$ cat src/rtl/inject_vc_scheduler.sv
// Injection-side VC allocator and flit scheduler: round-robin over virtual
// networks, per-VC credit tracking, header/tail packet ownership of VCs.
module inject_vc_scheduler #(
    parameter  int NUM_VN         = 3,
    parameter  int NUM_VC         = 1,
    parameter  int FLIT_TYPE_SIZE = 2,
    parameter  int CREDITS        = 4,
    localparam int NUM_VN_X_VC    = NUM_VN * NUM_VC,
    localparam int VCW            = (NUM_VN_X_VC > 1) ? $clog2(NUM_VN_X_VC) : 1
) (
    input  logic                             clk,
    input  logic                             rst_p,
    input  logic [NUM_VN-1:0]                req,
    input  logic [NUM_VN*FLIT_TYPE_SIZE-1:0] req_flit_type,
    input  logic                             credit_valid,
    input  logic [VCW-1:0]                   credit_vc,
    output logic [NUM_VN_X_VC-1:0]           GRANTS,
    output logic [VCW-1:0]                   vc_selected,
    output logic [NUM_VN-1:0]                pop,
    output logic                             err
);

    localparam int CW  = $clog2(CREDITS + 1);
    localparam int LVW = (NUM_VC > 1) ? $clog2(NUM_VC) : 1;
    localparam int RW  = (NUM_VN > 1) ? $clog2(NUM_VN) : 1;

    localparam logic [FLIT_TYPE_SIZE-1:0] FT_BODY   = FLIT_TYPE_SIZE'(0);
    localparam logic [FLIT_TYPE_SIZE-1:0] FT_TAIL   = FLIT_TYPE_SIZE'(1);
    localparam logic [FLIT_TYPE_SIZE-1:0] FT_HEADER = FLIT_TYPE_SIZE'(2);
    localparam logic [FLIT_TYPE_SIZE-1:0] FT_HDRTL  = FLIT_TYPE_SIZE'(3);

    typedef enum logic {
        VC_FREE = 1'b0,
        VC_BUSY = 1'b1
    } vc_state_e;

    vc_state_e         vc_st_q  [NUM_VN_X_VC];
    vc_state_e         vc_st_d  [NUM_VN_X_VC];
    logic [CW-1:0]     credit_q [NUM_VN_X_VC];
    logic [CW-1:0]     credit_d [NUM_VN_X_VC];
    logic [NUM_VN-1:0] in_pkt_q;
    logic [NUM_VN-1:0] in_pkt_d;
    logic [LVW-1:0]    own_q    [NUM_VN];
    logic [LVW-1:0]    own_d    [NUM_VN];
    logic [RW-1:0]     rr_q;
    logic [RW-1:0]     rr_d;
    logic              err_q;
    logic              err_d;

    logic [NUM_VN_X_VC-1:0] vc_free;
    logic [NUM_VN_X_VC-1:0] cr_nz;

    logic [NUM_VN-1:0] is_hdr;
    logic [NUM_VN-1:0] is_tl;
    logic [NUM_VN-1:0] hdr_ok;
    logic [NUM_VN-1:0] elig;
    logic [NUM_VN-1:0] perr;
    logic [LVW-1:0]    hdr_sel [NUM_VN];
    logic [VCW-1:0]    hdr_g   [NUM_VN];
    logic [VCW-1:0]    own_g   [NUM_VN];

    logic              found;
    logic              grant_en;
    logic [RW-1:0]     win;
    logic [VCW-1:0]    gvc;
    logic [LVW-1:0]    g_lvc;
    logic              g_hdr;
    logic              g_tl;

    always_comb begin
        vc_free = '0;
        cr_nz   = '0;
        for (int x = 0; x < NUM_VN_X_VC; x++) begin
            vc_free[x] = (vc_st_q[x] == VC_FREE);
            cr_nz[x]   = (credit_q[x] != '0);
        end
    end

    for (genvar v = 0; v < NUM_VN; v++) begin : g_vn
        logic [FLIT_TYPE_SIZE-1:0] ft;
        logic                      hok;
        logic [LVW-1:0]            hsel;

        assign ft        = req_flit_type[v*FLIT_TYPE_SIZE +: FLIT_TYPE_SIZE];
        assign is_hdr[v] = (ft == FT_HEADER) || (ft == FT_HDRTL);
        assign is_tl[v]  = (ft == FT_TAIL) || (ft == FT_HDRTL);

        // Lowest-indexed free VC of this VN that still holds credit
        always_comb begin
            hok  = 1'b0;
            hsel = '0;
            for (int c = NUM_VC - 1; c >= 0; c--) begin
                if (vc_free[v*NUM_VC+c] && cr_nz[v*NUM_VC+c]) begin
                    hok  = 1'b1;
                    hsel = LVW'(c);
                end
            end
        end

        assign hdr_ok[v]  = hok;
        assign hdr_sel[v] = hsel;
        assign hdr_g[v]   = VCW'(v * NUM_VC) + VCW'(hsel);
        assign own_g[v]   = VCW'(v * NUM_VC) + VCW'(own_q[v]);

        assign elig[v] = req[v] &&
                         (is_hdr[v] ? (!in_pkt_q[v] && hok)
                                    : (in_pkt_q[v] && cr_nz[own_g[v]]));
        assign perr[v] = req[v] && (is_hdr[v] ? in_pkt_q[v] : !in_pkt_q[v]);
    end

    // Winner is the eligible VN at the smallest rotational distance from rr
    always_comb begin
        int best;
        int d;
        found = 1'b0;
        win   = '0;
        gvc   = '0;
        g_lvc = '0;
        g_hdr = 1'b0;
        g_tl  = 1'b0;
        best  = NUM_VN;
        for (int v = 0; v < NUM_VN; v++) begin
            d = v - int'(rr_q);
            if (d < 0) begin
                d = d + NUM_VN;
            end
            if (elig[v] && (d < best)) begin
                best  = d;
                found = 1'b1;
                win   = RW'(v);
                gvc   = is_hdr[v] ? hdr_g[v] : own_g[v];
                g_lvc = is_hdr[v] ? hdr_sel[v] : own_q[v];
                g_hdr = is_hdr[v];
                g_tl  = is_tl[v];
            end
        end
    end

    assign grant_en = found && !rst_p;

    always_comb begin
        GRANTS      = '0;
        vc_selected = '0;
        pop         = '0;
        if (grant_en) begin
            GRANTS[gvc] = 1'b1;
            vc_selected = gvc;
            pop[win]    = 1'b1;
        end
    end

    always_comb begin
        logic inc;
        logic dec;
        vc_st_d  = vc_st_q;
        credit_d = credit_q;
        in_pkt_d = in_pkt_q;
        own_d    = own_q;
        rr_d     = rr_q;
        err_d    = err_q || (|perr);
        inc      = 1'b0;
        dec      = 1'b0;

        if (grant_en) begin
            rr_d = (win == RW'(NUM_VN - 1)) ? '0 : win + RW'(1);
            if (g_hdr && !g_tl) begin
                vc_st_d[gvc]  = VC_BUSY;
                in_pkt_d[win] = 1'b1;
                own_d[win]    = g_lvc;
            end else if (g_tl && !g_hdr) begin
                vc_st_d[gvc]  = VC_FREE;
                in_pkt_d[win] = 1'b0;
            end
        end

        for (int x = 0; x < NUM_VN_X_VC; x++) begin
            inc = credit_valid && (credit_vc == VCW'(x));
            dec = grant_en && (gvc == VCW'(x));
            if (inc && !dec) begin
                if (credit_q[x] == CW'(CREDITS)) begin
                    err_d = 1'b1;
                end else begin
                    credit_d[x] = credit_q[x] + CW'(1);
                end
            end else if (dec && !inc) begin
                credit_d[x] = credit_q[x] - CW'(1);
            end
        end
    end

    always_ff @(posedge clk) begin
        if (rst_p) begin
            for (int x = 0; x < NUM_VN_X_VC; x++) begin
                vc_st_q[x]  <= VC_FREE;
                credit_q[x] <= CW'(CREDITS);
            end
            for (int v = 0; v < NUM_VN; v++) begin
                own_q[v] <= '0;
            end
            in_pkt_q <= '0;
            rr_q     <= '0;
            err_q    <= 1'b0;
        end else begin
            vc_st_q  <= vc_st_d;
            credit_q <= credit_d;
            in_pkt_q <= in_pkt_d;
            own_q    <= own_d;
            rr_q     <= rr_d;
            err_q    <= err_d;
        end
    end

    assign err = err_q;

endmodule

$ cat config.mk
export PLATFORM = sky130hd
export DESIGN_NAME = inject_vc_scheduler
export DESIGN_NICKNAME = d
export VERILOG_FILES = /design/src/rtl/inject_vc_scheduler.sv
export SDC_FILE = /design/constraint.sdc
export NUM_CORES = 1
export LEC_CHECK = 0
export ABC_CLOCK_PERIOD_IN_PS = 18550
export BUFFER_PORTS_ARGS = -buffer_cell sky130_fd_sc_hd__buf_2
export CAP_MARGIN = 10
export CORE_MARGIN = 4
export CORE_UTILIZATION = 25
export DETAILED_ROUTE_END_ITERATION = 8
export RECOVER_POWER = 100
export SKIP_CTS_REPAIR_TIMING = 1
export SLEW_MARGIN = 20
export SYNTH_ARGS = -nofsm -noshare
export SYNTH_HDL_FRONTEND = slang
export SYNTH_SLANG_ARGS = --single-unit
$ cat constraint.sdc
create_clock -name clk -period 18.55 [get_ports clk]
set_input_delay 1.855 -clock clk [delete_from_list [all_inputs] [get_ports clk]]
set_output_delay 1.855 -clock clk [all_outputs]
set_load 0.03 [all_outputs]
==> results.sh, run 1 <==
export IMPL_status="finished clean"
export IMPL_synth_avg_cell_area_um2=8.12
export IMPL_ys_seq_area_share_pct=22.4
export IMPL_slew_headroom_pct=46.3
export IMPL_grtUsageTotal_pct=10.8
export IMPL_synth_area_leaders="dfxtp_1 22%, ha_1 8.7%, nor2_1 5.0%"
export IMPL_drive_gt1_share_pct=11.2
export IMPL_yosysWarnings=0
export IMPL_cp_slowest_cell="mux2i_1"
export IMPL_grt_pass1_wl_um=7720
export IMPL_maxCapViolCount=0
export IMPL_via_per_inst=4.73
export IMPL_synth_common_cells="25 x nor2_1, 21 x dfxtp_1, 14 x nand2_1"
export IMPL_design_area_um2=2090
export IMPL_min_path_type="register to register"
export IMPL_drtIter0Drc=115
export IMPL_max_stage_delay_ns=0.68
export IMPL_power_density_nw_per_um2=64.1
export IMPL_cp_data_arrival_time_ns=7.26
export IMPL_synth_nets=261
export IMPL_crit_required_ns=16.69
export IMPL_vias=1645
export IMPL_crit_top_cell="clkbuf_1"
export IMPL_cp_cell_sequence="clkbuf_1, nor2b_1, nand3_1, a21o_1, nor2_1, ha_1, a21o_1, a22o_1, or3_1, nand2b_1, ha_1, nor2_1, nand2_1, o21a_1, o221a_2, a311oi_1, clkbuf_1, mux2i_1, clkinv_1, clkbuf_1"
export IMPL_synth_ff_type="dfxtp_1"
export IMPL_ios=23
export IMPL_grt_pass1_vias=1608
export IMPL_synth_top_cell_by_area="dfxtp_1"
export IMPL_nets=280
export IMPL_postSynth_asyncResetShare_pct=0
export IMPL_drc=0
export IMPL_rsz0062_at_grt="no"
export IMPL_dr_pass1_iters=4
export IMPL_synth_top_cell_area_share_pct=22.4
export IMPL_rrSetupSlack_ns=11.94
export IMPL_setup_viol=0
export IMPL_rows=31
export IMPL_syn_area_um2=1880
export IMPL_die_area_um2=8950
export IMPL_synth_edf_count=0
export IMPL_period_minus_slack_ns=9.12
export IMPL_clk_pin_slew_ns=0.09
export IMPL_tightest_slew_ns=0.805
export IMPL_cp_num_buf_inv=4
export IMPL_hold_viol_final=0
export IMPL_cts_tree="done"
export IMPL_period_share_pct=49.2
export IMPL_place_congestion=0.876
export IMPL_grt_max_degree=36
export IMPL_die_w_um=94.6
export IMPL_start_kind="input port"
export IMPL_io_buffer_count=22
export IMPL_area_growth_syn_to_layout_pct=11.5
export IMPL_drtAntennaViolNets=0
export IMPL_antenna_found_initial=0
export IMPL_h_tree_depth=1
export IMPL_wl_per_cell_um=12.9
export IMPL_die_height_um=94.6
export IMPL_finClkSkew_ns=0.00475
export IMPL_worst_path_max_fanout=21
export IMPL_critPathKind="input port to primary output"
export IMPL_root_buffer="clkbuf_8"
export IMPL_clkSinkCount=21
export IMPL_max_freq_mhz=110
export IMPL_cp_top_family="simple AND/OR/NAND/NOR gates"
export IMPL_yosysUniqueCellTypes=61
export IMPL_start_util_pct=25.9
export IMPL_hpwl_um=3480
export IMPL_drv_slew=0
export IMPL_vdd_drop_max_mv=0.0173
export IMPL_dpl_instance_area_um2=2080
export IMPL_clk_latency_ns=0.27
export IMPL_ys_seq_elements=21
export IMPL_grt_overflow=0
export IMPL_core_area_um2=7250
export IMPL_cts_inserted_buffers=3
export IMPL_p_leak_nw=0.792
export IMPL_setup_tns_ns=0
export IMPL_antennaDiodeCount=0
export IMPL_synthCells=231
export IMPL_clk_path_buf_depth=2
export IMPL_wirelength_um=4480
export IMPL_yosysMostFrequentCell="nor2_1"
export IMPL_worstSetupEndpointType="primary output"
==> kinds of logic (layout without fill, tap and decap cells) <==
group	Yosys count	in the layout	share of synthesized area, %
multiplexers	13	13	7.47
XOR/XNOR	5	5	2.33
other	1	1	0.200
AO/OA/AOI/OAI	46	46	19.3
adder cells (fa/ha/maj)	16	16	11.9
AND/OR/NAND/NOR	105	105	31.2
buffers and inverters	24	42	5.20
flip-flops	21	21	22.4
==> placed cells by master, fill, tap and decap left out, types with 2 or more instances in the layout <==
| cell | netlist | layout |
|---|---|---|
| and2_1 | 3 | 3 |
| clkbuf_8 | 0 | 3 |
| nor3_1 | 4 | 5 |
| nand3b_1 | 4 | 4 |
| o21ai_0 | 7 | 7 |
| a211oi_1 | 2 | 2 |
| a311oi_1 | 1 | 2 |
| dfxtp_1 | 21 | 21 |
| a31oi_1 | 4 | 4 |
| nand2_1 | 14 | 14 |
| nor3b_1 | 7 | 7 |
| a311o_1 | 2 | 2 |
| xnor2_1 | 4 | 4 |
| o21a_1 | 2 | 2 |
| or3_1 | 7 | 7 |
| nor2_1 | 25 | 25 |
| nand2b_1 | 9 | 9 |
| mux2_1 | 3 | 3 |
| buf_2 | 0 | 12 |
| fa_1 | 3 | 3 |
| o32ai_1 | 3 | 3 |
| nand4b_1 | 2 | 2 |
| mux2i_1 | 7 | 8 |
| inv_1 | 12 | 12 |
| a21o_1 | 2 | 2 |
| ha_1 | 13 | 13 |
| nor4_1 | 3 | 3 |
| mux2_2 | 2 | 2 |
| a21oi_1 | 6 | 6 |
| clkbuf_1 | 8 | 11 |
| nand3_1 | 6 | 7 |
| nor2b_1 | 11 | 11 |
==> tightest hold or removal path: cells and delay by family (launching register included) <==
kind / cells / cell delay [ns]
AOI/OAI and AO/OA: 1 / 0.03
DFF: 1 / 0.32
buffers and inverters: 1 / 0.05
==> power by group <==
part,total [mW],switching [mW],internal (mW)
sequential,0.0519,0.00389,0.0480
clock,0.0334,0.0181,0.0152
combinational,0.0488,0.0297,0.0192
total,0.134,0.0517,0.0824
==> per-layer routing <==
metal	routed length (um)	up-vias	GRT usage, %
met3	191	2	2.63
met4	20	0	1.44
met1	2330	756	14.8
li1	-	858	-
met2	1940	29	17.4
met5	0	-	0
==> metrics by stage <==
| stage | hold slack (ns) | util, % | total power [mW] | worst slack (ns) | std cells |
|---|---|---|---|---|---|
| finish | 0.442 | 28.8 | 0.134 | 9.43 | 348 |
| global route | 0.476 | 28.8 | 0.144 | 8.91 | 348 |
| CTS | 0.437 | 29.3 | 0.137 | 10.34 | 348 |
| detailed placement | 0.424 | 28.7 | 0.103 | 10.37 | 344 |
| global placement | 0.417 | 28.7 | 0.103 | 10.46 | 344 |
| floorplan | 0.409 | - | 0.0911 | 10.42 | 231 |
==> worst paths after layout <==
path                 endpoint              from  depth (start not counted)
setup / recovery    GRANTS[2]  req_flit_type[1]                         20
hold / removal       own_q[0]          own_q[0]                          2
setup reg to reg  credit_q[8]          own_q[2]                         22
hold reg to reg      own_q[0]          own_q[0]                          2
==> final cells by class <==
| type | instances | area [um^2] |
|---|---|---|
| timing repair buffer | 24 | 109 |
| clock buffer | 3 | 41.3 |
| multi-input combinational | 186 | 1340 |
| fill | 814 | 5160 |
| sequential | 21 | 420 |
| tap | 99 | 124 |
| clock inverter | 1 | 7.51 |
| inverter | 14 | 52.6 |
Power figures use the tool's default switching activity.
==> run 2, diff against run 1 <==
--- a/config.mk
+++ b/config.mk
@@ -5,7 +5,7 @@
 export SDC_FILE = /design/constraint.sdc
 export NUM_CORES = 1
 export LEC_CHECK = 0
-export ABC_CLOCK_PERIOD_IN_PS = 18550
+export ABC_CLOCK_PERIOD_IN_PS = 7900
 export BUFFER_PORTS_ARGS = -buffer_cell sky130_fd_sc_hd__buf_2
 export CAP_MARGIN = 10
 export CORE_MARGIN = 4
==> constraint.sdc (replaced) <==
create_clock -name clk -period 7.9 [get_ports clk]
set_input_delay 0.79 -clock clk [delete_from_list [all_inputs] [get_ports clk]]
set_output_delay 0.79 -clock clk [all_outputs]
set_load 0.03 [all_outputs]
==> results.sh, run 2 (synthesized netlist as in run 1, its figures left out) <==
export IMPL_status="finished clean"
export IMPL_vdd_drop_max_mv=0.0500
export IMPL_hold_start="own_q[0]"
export IMPL_final_common_cell="nor2_1"
export IMPL_worstSetupEndpointType="register"
export IMPL_place_congestion=0.878
export IMPL_die_w_um=94.6
export IMPL_n_fill_cell=816
export IMPL_ios=23
export IMPL_setup_worst_path_start="req_flit_type[1]"
export IMPL_drv_slew=0
export IMPL_clk_path_buf_depth=2
export IMPL_drtAntennaViolNets=0
export IMPL_clkSinkCount=21
export IMPL_slew_headroom_pct=44.9
export IMPL_power_total_mw=0.312
export IMPL_drtIter0Drc=105
export IMPL_fin_util_pct=28.9
export IMPL_dr_pass1_iters=4
export IMPL_period_minus_slack_ns=6.77
export IMPL_cts_tree="done"
export IMPL_whs_ns=0.451
export IMPL_finClkSkew_ns=0.00533
export IMPL_final_cell_mix="25 x nor2_1, 21 x dfxtp_1, 14 x nand2_1"
export IMPL_rows=31
export IMPL_via_per_inst=4.97
export IMPL_antennaDiodeCount=0
export IMPL_crit_required_ns=8.06
export IMPL_antenna_found_initial=0
export IMPL_grt_pass1_wl_um=7890
export IMPL_dp_slack_ns=1.40
export IMPL_clk_latency_ns=0.26
export IMPL_drive_gt1_share_pct=12.0
export IMPL_rsz0062_at_grt="no"
export IMPL_critPathKind="input port to register"
export IMPL_power_density_nw_per_um2=149
export IMPL_hpwl_um=3660
export IMPL_drc=0
export IMPL_grt_pass1_vias=1700
export IMPL_area_growth_syn_to_layout_pct=11.9
export IMPL_start_util_pct=25.9
export IMPL_p_leak_nw=0.801
export IMPL_die_area_um2=8950
export IMPL_die_height_um=94.6
export IMPL_setup_tns_ns=0
export IMPL_worst_path_max_fanout=21
export IMPL_grt_overflow=0
export IMPL_cp_cell_sequence="buf_2, nor2b_1, nand3_2, a21o_1, nor2_1, ha_1, a21o_1, a22o_1, or3_1, nand2b_1, ha_1, nor2_1, nand2_1, o21a_1, o221a_2, a311oi_1, clkbuf_1, or2_0, o21ai_0, fa_1, or4_1, or2_1, a311o_1"
export IMPL_cp_data_arrival_time_ns=6.93
export IMPL_root_buffer="clkbuf_8"
export IMPL_hold_viol_final=0
export IMPL_period_share_pct=85.7
export IMPL_tightest_slew_ns=0.827
export IMPL_setup_viol=0
export IMPL_wirelength_um=4710
export IMPL_wl_per_cell_um=13.5
export IMPL_io_buffer_count=22
export IMPL_clk_pin_slew_ns=0.08
export IMPL_nets=280
export IMPL_maxCapViolCount=0
export IMPL_vias=1730
export IMPL_worst_slack_ns=1.13
export IMPL_grtUsageTotal_pct=10.8
export IMPL_core_area_um2=7250
export IMPL_start_kind="input port"
export IMPL_max_stage_delay_ns=0.66
export IMPL_max_freq_mhz=148
export IMPL_h_tree_depth=1
export IMPL_cp_slowest_cell="clkbuf_1"
export IMPL_grt_max_degree=36
export IMPL_cts_inserted_buffers=3
export IMPL_min_path_type="register to register"
[run 2: final timing paths]
path         slack, ns  depth (start not counted)          end
max               1.13                         23  credit_q[8]
min               0.45                          2     own_q[0]
max reg2reg       1.31                         22  credit_q[8]
min reg2reg       0.45                          2     own_q[0]
[run 2: worst max-delay path: cells and delay by family]
kind / cells / cell delay [ns]
adder cells (fa/ha/maj): 3 / 0.87
AO/OA/AOI/OAI: 8 / 1.70
buffers and inverters: 2 / 0.79
AND/OR/NAND/NOR: 10 / 2.78
[run 2: stage by stage]
stage	instances	instance area, um^2
floorplan	231	1880
global placement	344	2080
detailed placement	344	2080
CTS	348	2120
global route	348	2100
finish	348	2100
[run 2: where the power goes]
part | internal, mW | total, mW | switching, mW | leakage, nW
logic | 0.0458 | 0.117 | 0.0712 | 0.608
registers | 0.113 | 0.122 | 0.00961 | 0.171
clock network | 0.0360 | 0.0726 | 0.0366 | 0.0228
[run 2: cell type report]
type | count | area (um^2) | share of cell area (%)
clock buffer | 4 | 45.0 | 2.15
multi-input combinational | 186 | 1350 | 64.2
tap | 99 | 124 | 5.90
sequential | 21 | 420 | 20.0
timing repair buffer | 24 | 110 | 5.25
inverter | 14 | 52.6 | 2.50
[run 2: layer usage]
layer / vias to the layer above / share of wire, % / global-route usage (%) / routed length [um]
met5: - / 0 / 0 / 0
met1: 824 / 50 / 14.7 / 2370
met3: 4 / 4.1 / 2.07 / 193
met2: 41 / 45 / 17.8 / 2110
li1: 861 / - / - / -
met4: 0 / 0.81 / 2.16 / 38
==> run 3, diff against run 2 <==
==> constraint.sdc (replaced) <==
create_clock -name clk -period 7.9 [get_ports clk]
set_input_delay 1.185 -clock clk [delete_from_list [all_inputs] [get_ports clk]]
set_output_delay 1.185 -clock clk [all_outputs]
set_load 0.03 [all_outputs]
==> results.sh, run 3 (synthesized netlist as in run 1, its figures left out) <==
export IMPL_status="finished clean"
export IMPL_slew_headroom_pct=50.9
export IMPL_die_height_um=94.6
export IMPL_io_buffer_count=22
export IMPL_dp_slack_ns=0.917
export IMPL_max_stage_delay_ns=0.58
export IMPL_worst_path_max_fanout=21
export IMPL_clkSinkCount=21
export IMPL_start_util_pct=25.9
export IMPL_nets=280
export IMPL_cp_data_arrival_time_ns=5.96
export IMPL_dr_pass1_iters=4
export IMPL_max_freq_mhz=140
export IMPL_grt_max_degree=36
export IMPL_antenna_found_initial=0
export IMPL_die_area_um2=8950
export IMPL_rows=31
export IMPL_finClkSkew_ns=0.00181
export IMPL_grt_pass1_wl_um=7370
export IMPL_clk_pin_slew_ns=0.09
export IMPL_n_fill_cell=795
export IMPL_h_tree_depth=1
export IMPL_final_common_cell="nor2_1"
export IMPL_min_path_type="register to register"
export IMPL_p_sw_mw=0.120
export IMPL_via_per_inst=4.80
export IMPL_design_area_um2=2100
export IMPL_worstSetupEndpointType="primary output"
export IMPL_p_leak_nw=0.812
export IMPL_setup_viol=0
export IMPL_swShare_pct=38.2
export IMPL_setup_worst_path_start="req_flit_type[1]"
export IMPL_root_buffer="clkbuf_8"
export IMPL_start_kind="input port"
export IMPL_die_w_um=94.6
export IMPL_worst_slack_ns=0.753
export IMPL_cts_tree="done"
export IMPL_rsz0062_at_grt="no"
export IMPL_drtAntennaViolNets=0
export IMPL_place_congestion=0.879
export IMPL_power_frac_comb_pct=37.2
export IMPL_cp_num_buf_inv=4
export IMPL_dpl_instance_area_um2=2080
export IMPL_clock_power_share_pct=24.2
export IMPL_setup_tns_ns=0
export IMPL_power_total_mw=0.314
export IMPL_regArea_um2=420
export IMPL_p_int_mw=0.194
export IMPL_antennaDiodeCount=0
export IMPL_clk_latency_ns=0.27
export IMPL_core_area_um2=7250
export IMPL_pwr_share_seq_pct=38.6
export IMPL_hold_viol_final=0
export IMPL_grt_pass1_vias=1521
export IMPL_crit_required_ns=6.71
export IMPL_ios=23
export IMPL_cts_inserted_buffers=3
export IMPL_vias=1670
export IMPL_grt_overflow=0
export IMPL_cp_cell_sequence="buf_2, nor2b_1, nand3_1, a21o_1, nor2_1, ha_1, a21o_1, a22o_1, or3_1, nand2b_1, ha_1, nor2_1, nand2_1, o21a_1, o221a_2, a311oi_2, clkbuf_1, a211o_1, inv_2, buf_2"
export IMPL_critPathKind="input port to primary output"
export IMPL_period_minus_slack_ns=7.15
export IMPL_maxCapViolCount=0
export IMPL_drc=0
export IMPL_clk_path_buf_depth=2
export IMPL_multiInputGateArea_um2=1340
export IMPL_area_growth_syn_to_layout_pct=12.1
export IMPL_cp_top_family="compound AO/OA/AOI/OAI gates"
export IMPL_grtUsageTotal_pct=10.4
export IMPL_hold_start="own_q[0]"
export IMPL_tightest_slew_ns=0.732
export IMPL_vdd_drop_max_mv=0.0547
export IMPL_drtIter0Drc=186
export IMPL_wl_per_cell_um=12.8
export IMPL_wirelength_um=4460
export IMPL_drv_slew=0
export IMPL_period_share_pct=90.5
export IMPL_hpwl_um=3530
export IMPL_power_density_nw_per_um2=149
export IMPL_final_cell_mix="25 x nor2_1, 21 x dfxtp_1, 16 x buf_2, 14 x nand2_1, 13 x ha_1"
export IMPL_drive_gt1_share_pct=13.3
export IMPL_cp_slowest_cell="or3_1"
-- run 3: area by class of cell --
type | instances | area share, %
inverters | 14 | 2.50
repair buffers | 24 | 5.41
clock inverters | 1 | 0.357
clock buffers | 3 | 1.96
flip-flops and latches | 21 | 20.0
multi-input cells | 186 | 63.9
well taps | 99 | 5.89
-- run 3: stage by stage --
step / util (%) / hold slack [ns] / cells
after floorplan: - / 0.409 / 231
final: 29.0 / 0.434 / 348
after global placement: 28.7 / 0.418 / 344
after detailed placement: 28.7 / 0.424 / 344
after global routing: 29.0 / 0.482 / 348
after CTS: 29.3 / 0.436 / 348
-- run 3: power groups by stage --
stage	combinational, mW	sequential [mW]	clock, mW
after floorplan	0.0912	0.123	0
after global placement	0.117	0.124	0
after detailed placement	0.119	0.124	0
after CTS	0.119	0.122	0.0786
after global routing	0.130	0.123	0.0839
final	0.117	0.121	0.0761
-- run 3: worst reg2reg max path: stages, from the launching register on --
cell	delay (ns)
dfxtp_1	0.43
nor3b_1	0.26
o32ai_2	0.17
a21o_1	0.23
nor2_1	0.13
ha_1	0.26
a21o_1	0.18
a22o_1	0.25
or3_1	0.58
nand2b_1	0.26
ha_1	0.17
nor2_1	0.09
nand2_1	0.07
o21a_1	0.19
o221a_2	0.13
a311oi_2	0.54
or2_0	0.43
o21ai_0	0.20
fa_1	0.44
or4_1	0.55
or2_1	0.22
a311o_1	0.31
-- run 3: worst paths after layout --
| check | cells past startpoint | endpoint | slack [ns] |
|---|---|---|---|
| setup / recovery | 20 | GRANTS[1] | 0.75 |
| hold / removal | 2 | own_q[0] | 0.43 |
| setup reg to reg | 21 | credit_q[8] | 1.72 |
| hold reg to reg | 2 | own_q[0] | 0.43 |
-- run 3: per-layer routing --
metal	track usage (%)	wire [um]
met2	15.7	1930
met3	2.71	202
met4	1.56	36
met1	14.9	2290
met5	0	0
